<file path="src/rtl/microsequencer_pkg.sv">
`default_nettype none
// ============================================================================
//  Module      : microsequencer_pkg
//  Description : Shared definitions for the microcode sequencer. Holds the
//                sequencer state encodings and the default field widths that
//                the top level and its benches agree on.
//  Revision    : 1.0  initial release
// ============================================================================
package microsequencer_pkg;

    // Default field widths and wait bound
    localparam int OPCODE_BITS_DEF = 8;
    localparam int T_BITS_DEF      = 3;
    localparam int WAIT_LIMIT_DEF  = 255;

    // Sequencer state encodings
    typedef logic [1:0] state_t;
    localparam state_t S_RUN  = 2'd0;
    localparam state_t S_WAIT = 2'd1;
    localparam state_t S_HALT = 2'd2;
    localparam state_t S_STEP = 2'd3;

endpackage : microsequencer_pkg
`default_nettype wire

</file>
<file path="src/rtl/microsequencer_wait_timer.sv">
`default_nettype none
// ============================================================================
//  Module      : microsequencer_wait_timer
//  Description : 8-bit saturating wait-cycle counter. A load starts a new wait
//                at a count of 1, clear returns it to 0, inc counts one more
//                wait cycle. o_hit flags that the count reached LIMIT.
//  Ports       : clk, rst_n (async active-low), i_load, i_clear, i_inc,
//                o_hit
//  Revision    : 1.0  initial release
// ============================================================================
module microsequencer_wait_timer #(
    parameter int LIMIT = 255
) (
    input  logic clk,
    input  logic rst_n,
    input  logic i_load,
    input  logic i_clear,
    input  logic i_inc,
    output logic o_hit
);

    localparam logic [7:0] c_limit = 8'(LIMIT);

    logic [7:0] r_count;

    always_ff @(posedge clk or negedge rst_n) begin
        if (!rst_n) begin
            r_count <= 8'd0;
        end else if (i_load) begin
            r_count <= 8'd1;
        end else if (i_clear) begin
            r_count <= 8'd0;
        end else if (i_inc && (r_count != 8'hFF)) begin
            r_count <= r_count + 8'd1;
        end
    end

    assign o_hit = (r_count >= c_limit);

endmodule : microsequencer_wait_timer
`default_nettype wire

</file>
<file path="src/rtl/microsequencer.sv">
`default_nettype none
// ============================================================================
//  Module      : microsequencer
//  Description : Microcode sequencer. Forms the ROM address {opcode, T},
//                advances the T-state counter, and adds halt/single-step and
//                device wait states. A single clk_en stalls the datapath.
//  Ports       : clk, reset_bar (async active-low)
//                opcode, rt, dev_access, dev_ready, halt_req, step  (inputs)
//                uaddr, tstate, clk_en, halted, waiting, wait_tmo   (outputs)
//  Revision    : 1.0  initial release
// ============================================================================
module microsequencer
    import microsequencer_pkg::*;
#(
    parameter int OPCODE_BITS = OPCODE_BITS_DEF,
    parameter int T_BITS      = T_BITS_DEF,
    parameter int WAIT_LIMIT  = WAIT_LIMIT_DEF
) (
    input  logic                      clk,
    input  logic                      reset_bar,
    input  logic [OPCODE_BITS-1:0]    opcode,
    input  logic                      rt,
    input  logic                      dev_access,
    input  logic                      dev_ready,
    input  logic                      halt_req,
    input  logic                      step,
    output logic [OPCODE_BITS+T_BITS-1:0] uaddr,
    output logic [T_BITS-1:0]         tstate,
    output logic                      clk_en,
    output logic                      halted,
    output logic                      waiting,
    output logic                      wait_tmo
);

    state_t              r_state;
    state_t              w_state_nxt;
    state_t              r_origin;      // RUN or STEP: where a WAIT returns to
    logic [T_BITS-1:0]   r_tstate;
    logic                r_step_meta;
    logic                r_step_sync;
    logic                r_step_prev;
    logic                r_wait_tmo;

    logic                w_active;
    logic                w_stall;
    logic                w_hit;
    logic                w_release;
    logic                w_commit;
    logic                w_timeout;
    logic                w_step_edge;
    logic [T_BITS-1:0]   w_t_nxt;
    logic                w_boundary;

    assign w_active    = (r_state == S_RUN) || (r_state == S_STEP);
    assign w_stall     = w_active && dev_access && !dev_ready;
    // A wait ends on ready, or is forced through once the bound is reached
    assign w_release   = (r_state == S_WAIT) && (dev_ready || w_hit);
    assign w_timeout   = (r_state == S_WAIT) && !dev_ready && w_hit;
    assign w_commit    = (w_active && !w_stall) || w_release;
    assign w_t_nxt     = rt ? '0 : r_tstate + T_BITS'(1);
    // Any commit that lands on T=0 (rt or natural wrap) is an instruction boundary
    assign w_boundary  = (w_t_nxt == '0);
    assign w_step_edge = r_step_sync && !r_step_prev;

    microsequencer_wait_timer #(
        .LIMIT (WAIT_LIMIT)
    ) u_wait_timer (
        .clk     (clk),
        .rst_n   (reset_bar),
        .i_load  (w_stall),
        .i_clear (w_release),
        .i_inc   ((r_state == S_WAIT) && !w_release),
        .o_hit   (w_hit)
    );

    // State register
    always_ff @(posedge clk or negedge reset_bar) begin
        if (!reset_bar) begin
            r_state <= S_RUN;
        end else begin
            r_state <= w_state_nxt;
        end
    end

    // Next-state logic; STEP behaves as RUN except that it is entered from HALT
    always_comb begin
        w_state_nxt = r_state;
        case (r_state)
            S_RUN, S_STEP: begin
                if (w_stall) begin
                    w_state_nxt = S_WAIT;
                end else if (w_boundary) begin
                    w_state_nxt = halt_req ? S_HALT : S_RUN;
                end
            end
            S_WAIT: begin
                if (w_release) begin
                    if (w_boundary) begin
                        w_state_nxt = halt_req ? S_HALT : S_RUN;
                    end else begin
                        w_state_nxt = r_origin;
                    end
                end
            end
            S_HALT: begin
                if (w_step_edge) begin
                    w_state_nxt = S_STEP;
                end else if (!halt_req) begin
                    w_state_nxt = S_RUN;
                end
            end
            default: w_state_nxt = S_RUN;
        endcase
    end

    // Output decode; clk_en is forced low while reset is held
    always_comb begin
        clk_en  = reset_bar && w_commit;
        halted  = (r_state == S_HALT);
        waiting = (r_state == S_WAIT);
    end

    // T-state counter, origin memory and sticky timeout flag
    always_ff @(posedge clk or negedge reset_bar) begin
        if (!reset_bar) begin
            r_tstate   <= '0;
            r_origin   <= S_RUN;
            r_wait_tmo <= 1'b0;
        end else begin
            if (w_commit) begin
                r_tstate <= w_t_nxt;
            end
            if (w_stall) begin
                r_origin <= r_state;
            end
            if (w_timeout) begin
                r_wait_tmo <= 1'b1;
            end
        end
    end

    // Step button: two-flop synchroniser followed by rising-edge detect
    always_ff @(posedge clk or negedge reset_bar) begin
        if (!reset_bar) begin
            r_step_meta <= 1'b0;
            r_step_sync <= 1'b0;
            r_step_prev <= 1'b0;
        end else begin
            r_step_meta <= step;
            r_step_sync <= r_step_meta;
            r_step_prev <= r_step_sync;
        end
    end

    assign uaddr    = {opcode, r_tstate};
    assign tstate   = r_tstate;
    assign wait_tmo = r_wait_tmo;

endmodule : microsequencer
`default_nettype wire

</file>
<file path="config.mk">
export PLATFORM = sky130hd
export DESIGN_NAME = microsequencer
export DESIGN_NICKNAME = d
export VERILOG_FILES = /design/src/rtl/microsequencer_pkg.sv /design/src/rtl/microsequencer_wait_timer.sv /design/src/rtl/microsequencer.sv
export SDC_FILE = /design/constraint.sdc
export NUM_CORES = 1
export LEC_CHECK = 0
export CORE_UTILIZATION = 40
export DETAILED_ROUTE_END_ITERATION = 8
export GPL_TIMING_DRIVEN = 0
export PLACE_DENSITY = 0.67
export SLEW_MARGIN = 5
export SYNTH_ARGS = -nofsm -noshare
export SYNTH_HDL_FRONTEND = slang
export SYNTH_SLANG_ARGS = --single-unit
</file>
<file path="constraint.sdc">
create_clock -name clk -period 2.5 [get_ports clk]
set_input_delay 0.5 -clock clk [delete_from_list [all_inputs] [get_ports clk]]
set_output_delay 0.5 -clock clk [all_outputs]
set_load 0.02 [all_outputs]
</file>
==> results of run 1 <==
[cell type report]
cell class / count / area share [%]
tap: 30 / 2.636
multi-input combinational: 73 / 37.08
buffer: 12 / 6.151
sequential: 19 / 33.39
timing repair buffer: 25 / 16.96
clock buffer: 3 / 1.582
clock inverter: 1 / 0.3515
inverter: 7 / 1.845
[timing repair]
| item | CTS | global route |
|---|---|---|
| cloned | 0 | 0 |
| buffers inserted | 1 | 0 |
| gates resized for setup | 5 | 3 |
| endpoints found under the setup margin | 1 | 1 |
| pin swaps | 1 | 0 |
[worst paths after layout]
| path | cells past startpoint | to | slack (ns) | start |
|---|---|---|---|---|
| setup / recovery | 6 | clk_en | 0.09 | dev_ready |
| hold reg to reg | 0 | r_step_sync | 0.36 | r_step_meta |
| setup reg to reg | 6 | r_state[1] | 0.41 | tstate[0] |
| hold / removal | 1 | u_wait_timer.r_count[0] | 0.14 | reset_bar |
| max in group asynchronous | 1 | tstate[2] | 2.03 | reset_bar |
| min in group clk | 0 | r_step_sync | 0.36 | r_step_meta |
[metrics by stage]
step / cells / setup WS (ns)
detailed placement: 165 / -0.4610
CTS: 170 / 0.04588
global route: 170 / 0.008254
floorplan: 111 / 0.4502
finish: 170 / 0.09002
global placement: 165 / -0.4353
[worst max-delay path: stages]
cell             delay, ns
clkdlybuf4s50_1       0.50
inv_1                 0.09
a21boi_2              0.25
a21oi_2               0.11
nor2b_1               0.11
dlygate4sd2_1         0.34
[per-layer routing]
metal  routed length [µm]  vias to the layer above
li1                     -                      449
met1                 1032                      453
met2                 1088                       27
met3                   91                        2
met4                   15                        0
met5                    0                        -
[placed cells by master (no fill, tap or decap), drive strengths merged, types with 2 or more instances in the layout]
cell type / synthesis / layout
nor3: 2 / 2
mux2: 3 / 3
a21oi: 3 / 3
o21a: 2 / 2
clkdlybuf4s50: 0 / 22
clkbuf: 0 / 4
dfrtp: 19 / 19
buf: 12 / 13
o21ai: 11 / 11
nand2: 8 / 8
nand4: 2 / 2
o31ai: 4 / 4
a31oi: 2 / 2
and3: 4 / 4
ha: 4 / 4
nor2: 9 / 9
inv: 7 / 7
[where the power goes]
part / total, mW / internal [mW] / leakage (nW) / switching [mW]
Combinational: 0.585 / 0.289 / 0.374 / 0.296
Clock: 0.156 / 0.0595 / 0.0177 / 0.0965
Sequential: 0.414 / 0.360 / 0.250 / 0.0542
Total: 1.16 / 0.708 / 0.642 / 0.447
[cell families (layout without fill, tap and decap cells)]
group | Yosys count | after routing | share of synthesized area (%)
DFF | 19 | 19 | 43.18
AOI/OAI and AO/OA | 32 | 32 | 21.48
buffers and inverters | 19 | 48 | 10.34
muxes | 3 | 3 | 3.409
xor gates and xnor gates | 1 | 1 | 1.478
adders and majority gates | 4 | 4 | 4.546
and+or+nand+nor | 33 | 33 | 15.57
[registers in the layout, indices dropped and copies added, names as in the netlist]
| signal | cells |
|---|---|
| tstate | 3 |
| r_step_sync | 1 |
| r_state | 2 |
| r_origin | 2 |
| r_step_meta | 1 |
| r_step_prev | 1 |
| u_wait_timer.r_count | 8 |
| wait_tmo | 1 |
==> flow_summary.yaml, run 1 <==
global_routing:
  grt_overflow: 0
  grt_pass1_vias: 838
  grt_usage_pct: 16.75
  use_met2_pct: 28.05
  grt_use_met1_pct: 20.34
  busiest_layer: "met2"
  grt_pass1_wl_mm: 3.560
  antenna_found_initial: 0
  grt_util_met3_pct: 3.889
  grt_max_degree: 21
route:
  drtAntennaViolNets: 0
  drt_iter0_markers: 6
  vias: 931
  wl_per_cell_um: 13.10
  drt_wl_total_mm: 2.227
  viasPerCell: 5.476
  dr.pass1.iters: 4
  drc: 0
floorplanning:
  top_level_ports: 33
  core_area_mm2: 0.002545
  start_util_pct: 43.26
  chipWidth_um: 54.47
  die_h_um: 54.47
  rows: 18
  die_area_mm2: 0.002966
setup_path:
  critPathMaxFanout: 6
  crit_type: "in -> out"
  crit_path_start_kind: "input pin"
  critPathCaptureType: "output port"
  worstPathRequired_ns: 2.00
  crit_arrival_ns: 1.91
clock_tree:
  clk_latency_ns: 0.29
  postCtsHoldBufs: 0
  clock-sinks: 19
  cts_root_buffer: "clkbuf_4"
  clk_pin_slew_ns: 0.11
  h-tree-depth: 1
  cts_buffers: 3
  cts_tree: "done"
  clock_path_buffers: 2
placed_design:
  dp_hpwl_mm: 1.642
  io_buffers: 24
  place_area_mm2: 0.001379
  gp_congestion: 0.8802
logic_synthesis:
  async_flop_share_pct: 100.0
  synth_flop_cell: "dfrtp_1"
  synth_top_cell_area_share_pct: 43.18
  synthTopCellsByCount: "19 x dfrtp_1, 11 x buf_4, 9 x nor2_1"
  syn_nets: 130
  syn_area_mm2: 0.001101
  synth.area.top_cells: "dfrtp_1 43%, buf_4 7.5%, ha_1 4.5%"
  ys_seq_area_share_pct: 43.18
  yosysWarnings: 0
  synth_most_common_cell: "dfrtp_1"
  synth_cells: 111
  synth_top_area_cell: "dfrtp_1"
  synth_cell_types: 39
  ys_ff_latch: 19
  avgSynthCellArea_um2: 9.919
  synth-edff-count: 0
power_and_ir_drop:
  peakVddDrop_uv: 493.7
  leakagePower_nw: 0.6418
  p_per_area_mw_per_mm2: 811.2
  power_mw: 1.155
job:
  max-cap-violations: 0
cells_and_area:
  syn_to_final_growth_pct: 29.32
  fin_nets: 160
  design_area_mm2: 0.001424
  drive_gt1_share_pct: 20.71
  ff_latch_area_um2: 475.5
  diodes: 0
  fill_cells: 231
  finalCoreUtilization_pct: 55.95
  multiInputGateArea_um2: 528.0
timing:
  setup_tns_ns: 0
  period_minus_slack_ns: 2.410
  fin_hold_ws_ns: 0.1431
  hold_violations: 0
  rsz0062_at_grt: "no"
  clock.fmax_ghz: 0.4149
  worst_pin_slew_ns: 0.5199
  clock_skew_ns: 0.001050
  slew_violations: 0
  finalSetupViolations: 0
  fin_crit_sh_pct: 96.40
  relSlewSlack_pct: 65.21
worst_hold_path:
  hold_path_class: "in -> async"
run_status:
  status: "completed"
(Power assumes the default switching activity.)
==> run 2: changes to the inputs <==
--- a/config.mk
+++ b/config.mk
@@ -5,6 +5,7 @@
 export SDC_FILE = /design/constraint.sdc
 export NUM_CORES = 1
 export LEC_CHECK = 0
+export CAP_MARGIN = 40
 export CORE_UTILIZATION = 40
 export DETAILED_ROUTE_END_ITERATION = 8
 export GPL_TIMING_DRIVEN = 0
==> run 2 against run 1 <==
  * Clock skew up 0.0032 ns
  * Highest routed layer unchanged
  * Via count down 2.1%
  * Largest cell class unchanged
  * Setup slack worse by 0.032 ns
  * Clock power about the same
==> flow_summary.yaml, run 2 (synthesis gave the netlist of run 1 again) <==
run_status:
  status: "completed"
clock_tree:
  clk_latency_ns: 0.29
  cts_buffers: 3
  clock-sinks: 19
  h-tree-depth: 1
  clk_pin_slew_ns: 0.11
  cts_tree: "done"
  postCtsHoldBufs: 0
  clock_path_buffers: 2
  cts_root_buffer: "clkbuf_4"
power_and_ir_drop:
  peakVddDrop_uv: 493.4
  p_per_area_mw_per_mm2: 803.5
  power_mw: 1.157
  leakagePower_nw: 0.6476
placed_design:
  place_inst: 166
  gp_congestion: 0.8802
  io_buffers: 24
  dp_slack_ns: -0.3280
  dp_hpwl_mm: 1.710
floorplanning:
  chipWidth_um: 54.47
  start_util_pct: 43.26
  die_area_mm2: 0.002966
  top_level_ports: 33
  core_area_mm2: 0.002545
  rows: 18
  die_h_um: 54.47
setup_path:
  critPathMaxFanout: 6
  worst_r2r_path_depth: 6
  worstReg2RegEnd: "r_state[1]"
  rrSetupSlack_ns: 0.42
  r2r_start: "tstate[0]"
  cp_num_buf_inv: 3
  slowest_delay_ns: 0.52
  worstPathRequired_ns: 2.00
  crit_chain: "clkdlybuf4s50_1, inv_1, a21boi_2, a21oi_2, nor2b_1, dlygate4sd2_1"
  crit_arrival_ns: 1.94
  critPathCaptureType: "output port"
  critPathSlowestCell: "clkdlybuf4s50_1"
  crit_path_start_kind: "input pin"
  crit_type: "in -> out"
  cp_top_family: "buffers and inverters"
timing:
  hold_violations: 0
  setup_tns_ns: 0
  finalSetupViolations: 0
  fin_hold_ws_ns: 0.3714
  rsz0062_at_grt: "no"
  slew_violations: 0
  fin_crit_sh_pct: 97.69
  clock_skew_ns: 0.004264
  clock.fmax_ghz: 0.4095
  period_minus_slack_ns: 2.442
  worst_pin_slew_ns: 0.4981
  relSlewSlack_pct: 66.67
  setup_ws_ns: 0.05775
cells_and_area:
  fin_cells: 171
  regMostFlops: "u_wait_timer.r_count"
  diodes: 0
  final_common_cell: "clkdlybuf4s50_1"
  final_cell_mix: "23 x clkdlybuf4s50_1, 19 x dfrtp_1, 12 x buf_4"
  fill_cells: 224
  fin_nets: 161
  largest_reg_flops: 8
  syn_to_final_growth_pct: 30.80
  drive_gt1_share_pct: 20.57
global_routing:
  grt_overflow: 0
  use_met2_pct: 28.46
  grt_use_met1_pct: 21.96
  busiest_layer: "met2"
  grt_max_degree: 12
  grt_pass1_wl_mm: 3.663
  grt_usage_pct: 17.30
  antenna_found_initial: 0
  grt_pass1_vias: 850
  grt_util_met3_pct: 3.333
route:
  dr.pass1.iters: 4
  drt_iter0_markers: 9
  drt_wl_total_mm: 2.239
  vias: 911
  drc: 0
  drtAntennaViolNets: 0
  viasPerCell: 5.327
  wl_per_cell_um: 13.09
worst_hold_path:
  hold_path_class: "reg -> reg"
  hold_start: "r_step_meta"
  worstHoldEndpoint: "r_step_sync"
  hold_depth: 0
job:
  max-cap-violations: 0
-- run 2: worst max-delay path by stage --
stage | slack [ns] | end | startpoint | cells after the start
4_1_cts | 0.04 | clk_en | u_wait_timer.r_count[0] | 6
3_5_place_dp | -0.33 | clk_en | dev_ready | 6
2_1_floorplan | 0.45 | r_state[1] | tstate[0] | 6
5_1_grt | 0.0007 | clk_en | u_wait_timer.r_count[0] | 6
6_report | 0.06 | clk_en | dev_ready | 6
3_3_place_gp | -0.44 | clk_en | reset_bar | 3
-- run 2: cell type report --
cell class	count	area (µm²)	share of cell area (%)
Tap cell	30	37.54	2.606
Clock buffer	3	22.52	1.564
Buffer	12	87.58	6.082
Multi-Input combinational cell	73	528.0	36.66
Sequential cell	19	475.5	33.01
Timing Repair Buffer	26	257.7	17.90
Clock inverter	1	5.005	0.3475
Inverter	7	26.28	1.825
-- run 2: what timing repair did --
item,4_1_cts,5_1_grt
setup buffers,1,0
gates resized for setup,4,1
endpoints found under the setup margin,1,1
pin swaps,1,0
-- run 2: routing by layer --
metal  up-vias  routed length, µm
met1       438               1052
met5         -                  0
met3         2                 84
met4         0                 15
met2        23               1086
li1        448                  -
-- run 2: worst register-to-register path: stages, from the launching register on --
cell	delay, ns
dfrtp_1	0.46
ha_1	0.26
xnor2_2	0.16
a31oi_2	0.31
mux2_4	0.35
a2111oi_4	0.36
nor3_2	0.08
-- run 2: power breakdown --
group / switching, mW / internal [mW] / total, mW
Clock: 0.0966 / 0.0595 / 0.156
Combinational: 0.297 / 0.291 / 0.588
Sequential: 0.0533 / 0.360 / 0.413
-- run 2: per-stage QoR --
step | utilization, % | cell area (µm²)
floorplan | - | 1101
global placement | 54.18 | 1379
detailed placement | 54.62 | 1390
CTS | 56.39 | 1435
global route | 56.59 | 1440
finish | 56.59 | 1440
==> run 3: changes to the inputs <==
--- a/config.mk
+++ b/config.mk
@@ -10,6 +10,7 @@
 export DETAILED_ROUTE_END_ITERATION = 8
 export GPL_TIMING_DRIVEN = 0
 export PLACE_DENSITY = 0.67
+export SETUP_SLACK_MARGIN = 0.1
 export SLEW_MARGIN = 5
 export SYNTH_ARGS = -nofsm -noshare
 export SYNTH_HDL_FRONTEND = slang
==> run 3 against run 2 <==
  * First-iteration DRC count shrank 22%
  * Non-clock buffer count grew 2
  * Hold slack is essentially flat
  * Routed wire length is 0.76% higher
  * Clock power is essentially flat
  * Largest power group unchanged
  * Flip-flop and latch count is the same
  * Largest cell class unchanged
  * Critical path depth is the same
==> flow_summary.yaml, run 3 (synthesis gave the netlist of run 1 again) <==
global_routing:
  grt_overflow: 0
  grt_max_degree: 12
  grt_usage_pct: 17.30
  antenna_found_initial: 0
  grt_pass1_wl_mm: 3.663
  grt_pass1_vias: 850
cells_and_area:
  design_area_mm2: 0.001488
  regMostFlops: "u_wait_timer.r_count"
  syn_to_final_growth_pct: 35.11
  largest_reg_flops: 8
  final_cell_mix: "23 x clkdlybuf4s50_1, 19 x dfrtp_1, 14 x buf_4"
  fin_cells: 173
  drive_gt1_share_pct: 22.38
  diodes: 0
  final_common_cell: "clkdlybuf4s50_1"
  fin_nets: 163
  finalCoreUtilization_pct: 58.46
setup_path:
  critPathCaptureType: "output port"
  slowest_delay_ns: 0.51
  cp_top_family: "buffers and inverters"
  cp_num_buf_inv: 3
  critPathSlowestCell: "clkdlybuf4s50_1"
  critPathMaxFanout: 6
  crit_chain: "clkdlybuf4s50_1, inv_1, a21boi_4, a21oi_4, nor2b_1, clkdlybuf4s15_2"
  worst_r2r_path_depth: 6
  crit_path_start_kind: "input pin"
  crit_type: "in -> out"
  crit_arrival_ns: 1.82
  worstPathRequired_ns: 2.00
  path_depth: 6
floorplanning:
  start_util_pct: 43.26
  core_area_mm2: 0.002545
  chipWidth_um: 54.47
  die_h_um: 54.47
  top_level_ports: 33
  rows: 18
  die_area_mm2: 0.002966
job:
  max-cap-violations: 0
route:
  drtAntennaViolNets: 0
  drt_wl_total_mm: 2.256
  wl_per_cell_um: 13.04
  dr.pass1.iters: 4
  drt_iter0_markers: 7
  drc: 0
  viasPerCell: 5.318
  vias: 920
timing:
  relSlewSlack_pct: 67.74
  worst_pin_slew_ns: 0.4821
  hold_violations: 0
  clock_skew_ns: 0.005130
  fin_crit_sh_pct: 92.96
  clock.fmax_ghz: 0.4303
  slew_violations: 0
  setup_ws_ns: 0.1761
  period_minus_slack_ns: 2.324
  fin_hold_ws_ns: 0.3717
  rsz0062_at_grt: "no"
  finalSetupViolations: 0
clock_tree:
  postCtsHoldBufs: 0
  clk_latency_ns: 0.30
  clock_path_buffers: 2
  cts_buffers: 3
  cts_tree: "done"
  cts_root_buffer: "clkbuf_4"
  clk_pin_slew_ns: 0.11
  clock-sinks: 19
  h-tree-depth: 1
run_status:
  status: "completed"
placed_design:
  io_buffers: 24
  place_inst: 166
  place_area_mm2: 0.001390
  gp_congestion: 0.8802
  dp_hpwl_mm: 1.710
  dp_slack_ns: -0.3280
worst_hold_path:
  hold_path_class: "reg -> reg"
  hold_depth: 0
power_and_ir_drop:
  p_per_area_mw_per_mm2: 799.7
  leakagePower_nw: 0.6641
  peakVddDrop_uv: 503.6
-- run 3: changes by cell type in the layout (fill, tap and decap cells not counted) --
cell / previous run / this run
a21oi_4: 0 / 1
a21oi_2: 1 / 0
o21ai_2: 1 / 0
o21ai_4: 0 / 1
nand3_4: 0 / 1
buf_4: 12 / 14
dlygate4sd2_1: 1 / 0
clkdlybuf4s15_2: 0 / 1
a21boi_2: 1 / 0
a21boi_4: 0 / 1
nand3_2: 1 / 0
-- run 3: path summary, 6_finish.rpt --
kind                             start                       to  slack (ns)
max                          dev_ready                   clk_en        0.18
min                        r_step_meta              r_step_sync        0.37
max reg2reg                  tstate[0]               r_state[1]        0.42
min reg2reg                r_step_meta              r_step_sync        0.37
max in group asynchronous    reset_bar              r_step_meta        1.53
min in group asynchronous    reset_bar  u_wait_timer.r_count[0]        0.51
-- run 3: through the flow --
stage	power, mW	TNS [ns]
2_1_floorplan	0.8111	0
3_3_place_gp	0.9893	-0.4353
3_5_place_dp	1.001	-0.3280
4_1_cts	1.180	0
5_1_grt	1.267	0
6_report	1.190	0
-- run 3: what timing repair did --
item | in CTS | in global routing
resized for setup | 7 | 4
endpoints found under the setup margin | 1 | 1
setup buffers | 1 | 2
gates cloned | 0 | 0
pin swaps | 1 | 1
-- run 3: where the power goes --
| group | internal [mW] | leakage, nW | switching, mW | total [mW] |
|---|---|---|---|---|
| logic | 0.315 | 0.397 | 0.305 | 0.620 |
| registers | 0.360 | 0.250 | 0.0515 | 0.411 |
| clock network | 0.0596 | 0.0177 | 0.0994 | 0.159 |
| total | 0.734 | 0.664 | 0.456 | 1.19 |
-- run 3: routing by layer --
metal / track usage, % / vias to the layer above / routed length, µm
met5: 0 / - / 0
met4: 7.265 / 0 / 25
met1: 21.96 / 437 / 1054
met3: 3.333 / 4 / 85
met2: 28.46 / 25 / 1090
li1: - / 454 / -
-- run 3: cell type report --
cell class              instances  area, µm²
plain buffers                  12      87.58
clock buffers                   3      22.52
clock inverters                 1      5.005
fillers                       220       1057
inverters                       7      26.28
multi-input cells              73      558.0
flip-flops and latches         19      475.5
well taps                      30      37.54
repair buffers                 28      275.3
